File: src/rtl/display_scanout.sv
// display_scanout
//   VGA-style raster generator that scans a 1bpp framebuffer out through a
//   centred 512x256 window. The framebuffer is either 64x32 (lores, 8x scale)
//   or 128x64 (hires, 4x scale). It is read as 16-bit words, with bit 15 as
//   the leftmost pixel of each word.
//   Each word is requested 8 pixels before its screen column starts, so the
//   read has finished by the time the word is needed, at any pix_ce duty
//   from 1/1 to 1/8.
//
// Ports
//   clk        system clock
//   reset      asynchronous, active-high reset
//   pix_ce     pixel clock enable; the raster advances only on enabled edges
//   hires      mode select (1 = 128x64, 0 = 64x32), sampled at frame start
//   fb_addr    framebuffer word address
//   fb_en      one-clk framebuffer read strobe
//   fb_data    read data, valid one clk after fb_addr/fb_en
//   hsync      horizontal sync, active low
//   vsync      vertical sync, active low
//   de         visible-area flag
//   pixel      lit framebuffer pixel (0 outside the window)
//   in_window  raster is inside the framebuffer window
//   frame_tick one-clk pulse at the start of vblank
module display_scanout #(
  parameter int H_VISIBLE = 640,
  parameter int H_FRONT   = 16,
  parameter int H_SYNC    = 96,
  parameter int H_BACK    = 48,
  parameter int V_VISIBLE = 480,
  parameter int V_FRONT   = 10,
  parameter int V_SYNC    = 2,
  parameter int V_BACK    = 33,
  // Window origin; must be at least 8 so the first fetch lands on the line.
  parameter int WIN_X0    = 64,
  parameter int WIN_Y0    = 112
) (
  input  logic        clk,
  input  logic        reset,
  input  logic        pix_ce,
  input  logic        hires,
  output logic [8:0]  fb_addr,
  output logic        fb_en,
  input  logic [15:0] fb_data,
  output logic        hsync,
  output logic        vsync,
  output logic        de,
  output logic        pixel,
  output logic        in_window,
  output logic        frame_tick
);

  localparam logic [9:0] H_LAST   = 10'(H_VISIBLE + H_FRONT + H_SYNC + H_BACK - 1);
  localparam logic [9:0] V_LAST   = 10'(V_VISIBLE + V_FRONT + V_SYNC + V_BACK - 1);
  localparam logic [9:0] H_VIS    = 10'(H_VISIBLE);
  localparam logic [9:0] V_VIS    = 10'(V_VISIBLE);
  localparam logic [9:0] HS_LO    = 10'(H_VISIBLE + H_FRONT);
  localparam logic [9:0] HS_HI    = 10'(H_VISIBLE + H_FRONT + H_SYNC - 1);
  localparam logic [9:0] VS_LO    = 10'(V_VISIBLE + V_FRONT);
  localparam logic [9:0] VS_HI    = 10'(V_VISIBLE + V_FRONT + V_SYNC - 1);
  localparam logic [9:0] WX0      = 10'(WIN_X0);
  localparam logic [9:0] WX1      = 10'(WIN_X0 + 511);
  localparam logic [9:0] WY0      = 10'(WIN_Y0);
  localparam logic [9:0] WY1      = 10'(WIN_Y0 + 255);
  localparam logic [9:0] FETCH_H0 = 10'(WIN_X0 - 8);

  logic [9:0]  h_q, h_d, v_q, v_d;
  logic        hires_q, hires_d;
  logic        hsync_q, hsync_d, vsync_q, vsync_d, de_q, de_d;
  logic        pixel_q, pixel_d, in_window_q, in_window_d;
  logic        frame_tick_q, frame_tick_d;
  logic        fb_en_q, fb_en_d, cap_q, cap_d;
  logic [8:0]  fb_addr_q, fb_addr_d;
  logic [15:0] prefetch_q, prefetch_d, cur_word_q, cur_word_d;

  logic        h_win, v_win, h_lead, fetch_slot, load_slot, pix_bit;
  logic [10:0] hoff_w;
  logic [4:0]  hsub;
  logic [5:0]  vsub;
  logic [3:0]  bit_idx;
  logic [8:0]  word_addr;

  // hoff_w is h relative to the first fetch slot of the line. Bit 10 set
  // means h is left of that slot; bit 9 set means h is past all word columns.
  // Every column (fetch at offset 0, load at offset 7) sits inside 0..511.
  always_comb begin
    h_win   = (h_q >= WX0) && (h_q <= WX1);
    v_win   = (v_q >= WY0) && (v_q <= WY1);
    hoff_w  = {1'b0, h_q} - {1'b0, FETCH_H0};
    h_lead  = !hoff_w[10] && !hoff_w[9];
    hsub    = 5'((h_q - WX0) >> 2);
    vsub    = 6'((v_q - WY0) >> 2);
    if (hires_q) begin
      fetch_slot = h_lead && (hoff_w[5:0] == 6'd0);
      load_slot  = h_lead && (hoff_w[5:0] == 6'd7);
      word_addr  = {vsub[5:0], hoff_w[8:6]};
      bit_idx    = hsub[3:0];
    end else begin
      fetch_slot = h_lead && (hoff_w[6:0] == 7'd0);
      load_slot  = h_lead && (hoff_w[6:0] == 7'd7);
      word_addr  = {2'b00, vsub[5:1], hoff_w[8:7]};
      bit_idx    = hsub[4:1];
    end
    pix_bit = cur_word_q[4'd15 - bit_idx];
  end

  always_comb begin
    h_d          = h_q;
    v_d          = v_q;
    hires_d      = hires_q;
    hsync_d      = hsync_q;
    vsync_d      = vsync_q;
    de_d         = de_q;
    pixel_d      = pixel_q;
    in_window_d  = in_window_q;
    frame_tick_d = 1'b0;
    fb_en_d      = 1'b0;
    fb_addr_d    = fb_addr_q;
    cur_word_d   = cur_word_q;
    // The read data arrives one clk after the strobe, so it is captured on
    // the second clk after issue, whether or not pix_ce is set.
    cap_d        = fb_en_q;
    prefetch_d   = cap_q ? fb_data : prefetch_q;
    if (pix_ce) begin
      h_d = (h_q == H_LAST) ? 10'd0 : h_q + 10'd1;
      if (h_q == H_LAST) begin
        v_d = (v_q == V_LAST) ? 10'd0 : v_q + 10'd1;
      end
      if ((h_q == 10'd0) && (v_q == 10'd0)) begin
        hires_d = hires;
      end
      de_d         = (h_q < H_VIS) && (v_q < V_VIS);
      hsync_d      = !((h_q >= HS_LO) && (h_q <= HS_HI));
      vsync_d      = !((v_q >= VS_LO) && (v_q <= VS_HI));
      in_window_d  = h_win && v_win;
      pixel_d      = h_win && v_win && pix_bit;
      frame_tick_d = (h_q == 10'd0) && (v_q == V_VIS);
      if (fetch_slot && v_win) begin
        fb_en_d   = 1'b1;
        fb_addr_d = word_addr;
      end
      if (load_slot) begin
        cur_word_d = prefetch_q;
      end
    end
  end

  always_ff @(posedge clk or posedge reset) begin
    if (reset) begin
      h_q          <= '0;
      v_q          <= '0;
      hires_q      <= 1'b0;
      hsync_q      <= 1'b1;
      vsync_q      <= 1'b1;
      de_q         <= 1'b0;
      pixel_q      <= 1'b0;
      in_window_q  <= 1'b0;
      frame_tick_q <= 1'b0;
      fb_en_q      <= 1'b0;
      cap_q        <= 1'b0;
      fb_addr_q    <= '0;
      prefetch_q   <= '0;
      cur_word_q   <= '0;
    end else begin
      h_q          <= h_d;
      v_q          <= v_d;
      hires_q      <= hires_d;
      hsync_q      <= hsync_d;
      vsync_q      <= vsync_d;
      de_q         <= de_d;
      pixel_q      <= pixel_d;
      in_window_q  <= in_window_d;
      frame_tick_q <= frame_tick_d;
      fb_en_q      <= fb_en_d;
      cap_q        <= cap_d;
      fb_addr_q    <= fb_addr_d;
      prefetch_q   <= prefetch_d;
      cur_word_q   <= cur_word_d;
    end
  end

  assign fb_addr    = fb_addr_q;
  assign fb_en      = fb_en_q;
  assign hsync      = hsync_q;
  assign vsync      = vsync_q;
  assign de         = de_q;
  assign pixel      = pixel_q;
  assign in_window  = in_window_q;
  assign frame_tick = frame_tick_q;

endmodule

File: config.mk
export PLATFORM = sky130hd
export DESIGN_NAME = display_scanout
export DESIGN_NICKNAME = d
export VERILOG_FILES = /design/src/rtl/display_scanout.sv
export SDC_FILE = /design/constraint.sdc
export NUM_CORES = 1
export LEC_CHECK = 0
export BUFFER_PORTS_ARGS = -buffer_cell sky130_fd_sc_hd__buf_2
export CORE_MARGIN = 4
export CORE_UTILIZATION = 25
export CTS_CLUSTER_DIAMETER = 40
export DETAILED_ROUTE_END_ITERATION = 6
export GPL_TIMING_DRIVEN = 0
export SYNTH_ARGS = -nofsm -noshare
export SYNTH_HDL_FRONTEND = slang
export SYNTH_SLANG_ARGS = --single-unit
File: constraint.sdc
create_clock -name clk -period 5.1 [get_ports clk]
set_clock_uncertainty 0.1 [all_clocks]
set_input_delay 0.51 -clock clk [delete_from_list [all_inputs] [get_ports clk]]
set_output_delay 0.51 -clock clk [all_outputs]
set_load 0.01 [all_outputs]
# After elaboration in Yosys (flattened, before gate mapping)
# Cells that the tools add are included.
# totals
ff_bits	70
in_bits	20
# op_classes
addsub	6
n_lt_le_gt_ge	11
eq_ne	5
mux	11
reduce_logical	27
# ops
cell	count
adder 10 x 1 -> 10 bit (second input constant)	2
== test 10 bit (second input constant)	2
greater-or-equal comparator 10 x 7 -> 1 bit (second input constant)	2
<= comparator 10 bit (second input constant)	2
<= comparator 10 x 9 -> 1 bit (second input constant)	2
logical NOT 10 bit	2
2-to-1 mux 10 bit	2
logical AND 1 bit	15
subtractor 10 x 6 -> 11 bit (second input constant)	1
== test 10 x 9 -> 1 bit (second input constant)	1
greater-or-equal comparator 10 bit (second input constant)	1
greater-or-equal comparator 10 x 9 -> 1 bit (second input constant)	1
< comparator 10 bit (second input constant)	1
< comparator 10 x 9 -> 1 bit (second input constant)	1
2-to-1 mux 9 bit	1
AND reduction 2 bit	4
subtractor 8 x 7 -> 8 bit (second input constant)	1
== test 7 x 3 -> 1 bit (second input constant)	1
logical NOT 7 bit	1
subtractor 7 bit (second input constant)	1
== test 6 x 3 -> 1 bit (second input constant)	1
logical NOT 6 bit	1
2-to-1 mux 1 bit	6
< comparator 4 x 5 -> 1 bit (second input constant)	1
other kinds (4)	7

# Longest topological paths before layout
# logic_depth
word_depth	8
depth_mapped	7

# Least setup slack after synthesis
# No wires, ideal clock.
# synth_timing
path_kind	register to register
start	register v_q[0]
end	register fb_addr_q[0] (netlist: fb_addr[0])
setup_ns	0.128
arrival_ns	1.823
required_ns	4.872
path_slack_ns	3.049
stages_incl_launch_ff	7
path_buffers	0
synth_period_minus_slack_ns	2.051
cell_sequence	dfrtp_1 > ha_1 > and3_1 > nand4b_1 > a32oi_1 > nand4_4 > mux2_1
# synth_between
elab_chain_len	4
# synth_lines
item	line_no	rtl
from (decl)	66	logic [9:0] h_q, h_d, v_q, v_d;
from (signal assigned)	165	v_q <= v_d;
greater-or-equal comparator 10 x 7 -> 1 bit or <= comparator 10 x 9 -> 1 bit (tied branches)	87	v_win = (v_q >= WY0) && (v_q <= WY1);
logical AND 1 bit *	87	
logical AND 1 bit *	137	if (fetch_slot && v_win) begin
AND reduction 2 bit (no line) *	--	
to (signal assigned)	175	fb_addr_q <= fb_addr_d;
to (decl)	72	logic [8:0] fb_addr_q, fb_addr_d;
# Every way passes the cells marked *; elsewhere a longest branch is shown, timed or not.
# A chain may end at the register's enable or synchronous reset.

# Worst setup path in the final report
# Same ends and word-level chain as after synthesis.

==> flow_summary.yaml <==
pwr:
  pwr-share-clk_pct: 41.1
  p_sw_share_pct: 29.0
  ir_drop_v: 0.000161
  p_per_area_mw_per_mm2: 361
  power_frac_comb_pct: 21.5
  switching_power_mw: 0.475
  leakagePower_nw: 2.20
  internal-power_mw: 1.16
  seq_power_share_pct: 37.4
global_routing:
  grt_pass1_wl_um: 14400
  antenna_found_initial: 0
  grtUsageTotal_pct: 10.1
  grt_pass1_vias: 2766
  grt_max_degree: 71
  gr-total-overflow: 0
floorplanning:
  fp.dieArea_mm2: 0.0173
  row_count: 44
  die_w_um: 131
  num_io_pins: 36
  core_mm2: 0.0148
  die_height_um: 131
  initial_utilization_pct: 25.8
cts:
  postCtsSetupBuffers: 0
  path_clk_slew_ns: 0.05
  cts_buffers: 9
  cts_num_sinks: 70
  clock_latency_ns: 0.33
  clk_path_buf_depth: 2
  cts-root-buf: "clkbuf_16"
  cts_tree: "yes"
  postCtsHoldBufs: 0
  htreeDepth: 3
  cts_resized: 0
timing:
  finalSetupViolations: 0
  finalCritPeriodShare_pct: 46.7
  fmaxAchievable_ghz: 0.420
  relSlewSlack_pct: 43.2
  rsz0062_at_grt: "false"
  worstMarginPinSlew_ns: 0.852
  min_period_ns: 2.38
  setup_tns_ns: 0
  slew_violations: 0
  finalHoldViolations: 0
run_status:
  status: "finished, final reports clean"
logic_synthesis:
  synth_edf_count: 0
  synth_compound_area_share_pct: 8.34
  synth-async-reset-ratio_pct: 100
  synthAdderAreaFrac_pct: 2.95
  synth.area.mux_share_pct: 18.6
  syn_area_mm2: 0.00381
  synth_top_family_by_area: "multiplexers"
  synth-simple-area-share_pct: 16.4
  synthFlopType: "dfrtp_1"
  yosysSeqAreaShare_pct: 46.0
  avgSynthCellArea_um2: 10.9
  ys.warnings.count: 0
  synth_nets: 380
  ys_ff_latch: 70
  synth_cell_types: 55
  synth_xor_area_share_pct: 3.45
  synthCells: 351
placed_design:
  portBuffers: 34
  gp_congestion: 0.845
  hpwlAfterDp_um: 6030
  place_inst: 569
drt:
  wl_per_cell_um: 14.3
  num_vias: 2712
  first_pass_iters: 4
  drtIter0Drc: 123
  totalWireLength_um: 8370
  viasPerCell: 4.64
  ant_nets: 0
  drc: 0
layout:
  layout_common_cells: "dfrtp_1 (68), buf_2 (41), nand2_1 (33)"
  final_common_cell: "dfrtp_1"
  drive_above_1_share_pct: 25.4
  antenna_cells: 0
  area_growth_pct: 19.1
  fillers: 1519
  nets: 425
  instances_no_fill: 585
setup_path:
  worstSetupEndpointType: "register"
  start_kind: "register"
  arrival_ns: 2.49
  critical_path_required_ns: 5.21
  cp_max_fo: 10
  criticalPathCategory: "reg -> reg"
min_path:
  hold_class: "in -> async"
run:
  max-cap-violations: 0
[final cells by class]
class	instances	area, µm²	area share [%]
Clock buffer	11	243	5.35
Sequential cell	70	1750	38.6
Buffer	22	110	2.42
Tap cell	184	230	5.07
Timing Repair Buffer	34	170	3.75
Inverter	14	55.1	1.21
Multi-Input combinational cell	245	1900	41.7
Clock inverter	5	82.6	1.82
[stage by stage]
| stage | hold WS, ns | setup WS, ns | utilization (%) | instance area (µm²) | power [mW] |
|---|---|---|---|---|---|
| global placement | 0.282 | 1.95 | 28.6 | 4210 | 0.969 |
| floorplan | 0.316 | 2.73 | - | 3810 | 0.887 |
| detailed placement | 0.270 | 2.74 | 28.6 | 4220 | 0.975 |
| finish | 0.258 | 2.72 | 30.8 | 4540 | 1.64 |
| CTS | 0.294 | 2.72 | 30.8 | 4540 | 1.65 |
| global route | 0.296 | 2.56 | 30.8 | 4540 | 1.72 |
[path summary, 6_finish.rpt]
kind / from / end / slack (ns) / cells past startpoint
min in group clk: fb_en$_DFF_PP0_ / cap_q$_DFF_PP0_ / 0.28 / 0
max reg2reg: v_q[0]$_DFFE_PP0P_ / fb_addr[0]$_DFFE_PP0P_ / 2.72 / 7
max in group asynchronous: reset / prefetch_q[7]$_DFFE_PP0P_ / 4.09 / 2
min: reset / fb_addr[8]$_DFFE_PP0P_ / 0.26 / 2
max: v_q[0]$_DFFE_PP0P_ / fb_addr[0]$_DFFE_PP0P_ / 2.72 / 7
min reg2reg: fb_en$_DFF_PP0_ / cap_q$_DFF_PP0_ / 0.28 / 0
[cell usage after synthesis, drive strengths merged, types with 2 or more instances]
| cell type | n | area, µm² |
|---|---|---|
| ha | 9 | 113 |
| dfstp | 2 | 52.6 |
| mux2 | 40 | 488 |
| o31ai | 2 | 15.0 |
| buf | 15 | 83.8 |
| nand4b | 5 | 43.8 |
| xnor2 | 8 | 70.1 |
| dfrtp | 68 | 1700 |
| o21ai | 20 | 100 |
| nand4 | 6 | 52.6 |
| xor2 | 7 | 61.3 |
| a221oi | 2 | 17.5 |
| nand3 | 10 | 62.6 |
| inv | 14 | 52.6 |
| nand2b | 3 | 18.8 |
| nor2 | 17 | 63.8 |
| nor4 | 3 | 33.8 |
| a32oi | 5 | 43.8 |
| nor2b | 3 | 18.8 |
| nand3b | 3 | 22.5 |
| and3 | 10 | 62.6 |
| nor3 | 7 | 40.0 |
| a21oi | 9 | 56.3 |
| clkbuf | 7 | 26.3 |
| or3 | 4 | 25.0 |
| nand2 | 33 | 124 |
| mux2i | 22 | 220 |
| a21o | 2 | 15.0 |
[cells by family after synthesis]
family,after synthesis
AND/OR/NAND/NOR,111
adder cells (fa/ha/maj),9
AO/OA/AOI/OAI,48
multiplexers,62
flip-flops,70
XOR/XNOR,15
buffers and inverters,36
[per-layer routing]
metal / global-route usage (%) / vias up / share of wire [%]
met5: 0 / - / 0
met4: 3.50 / 0 / 1.5
met3: 2.83 / 8 / 3.9
met2: 15.4 / 53 / 45
met1: 13.8 / 1309 / 50
li1: - / 1342 / -
[power by group through the flow]
stage / logic (mW) / clock network (mW) / registers [mW]
2_1_floorplan: 0.277 / 0 / 0.610
3_3_place_gp: 0.349 / 0 / 0.620
3_5_place_dp: 0.354 / 0 / 0.621
4_1_cts: 0.357 / 0.685 / 0.611
5_1_grt: 0.390 / 0.717 / 0.616
6_report: 0.353 / 0.672 / 0.612
[state kept, by name, indices dropped and copies added, names as in the netlist, 9 cells and up]
register    cells
fb_addr         9
v_q            10
h_q            10
prefetch_q     16
cur_word_q     16
[critical path: stages, from the launching register on]
cell and delay, ns:
dfrtp_1 0.43, inv_1 0.08, ha_1 0.18, nor3b_1 0.34, nand4b_1 0.14, a32oi_1 0.32
nand4_4 0.28, mux2_1 0.38
(Power assumes the default switching activity.)
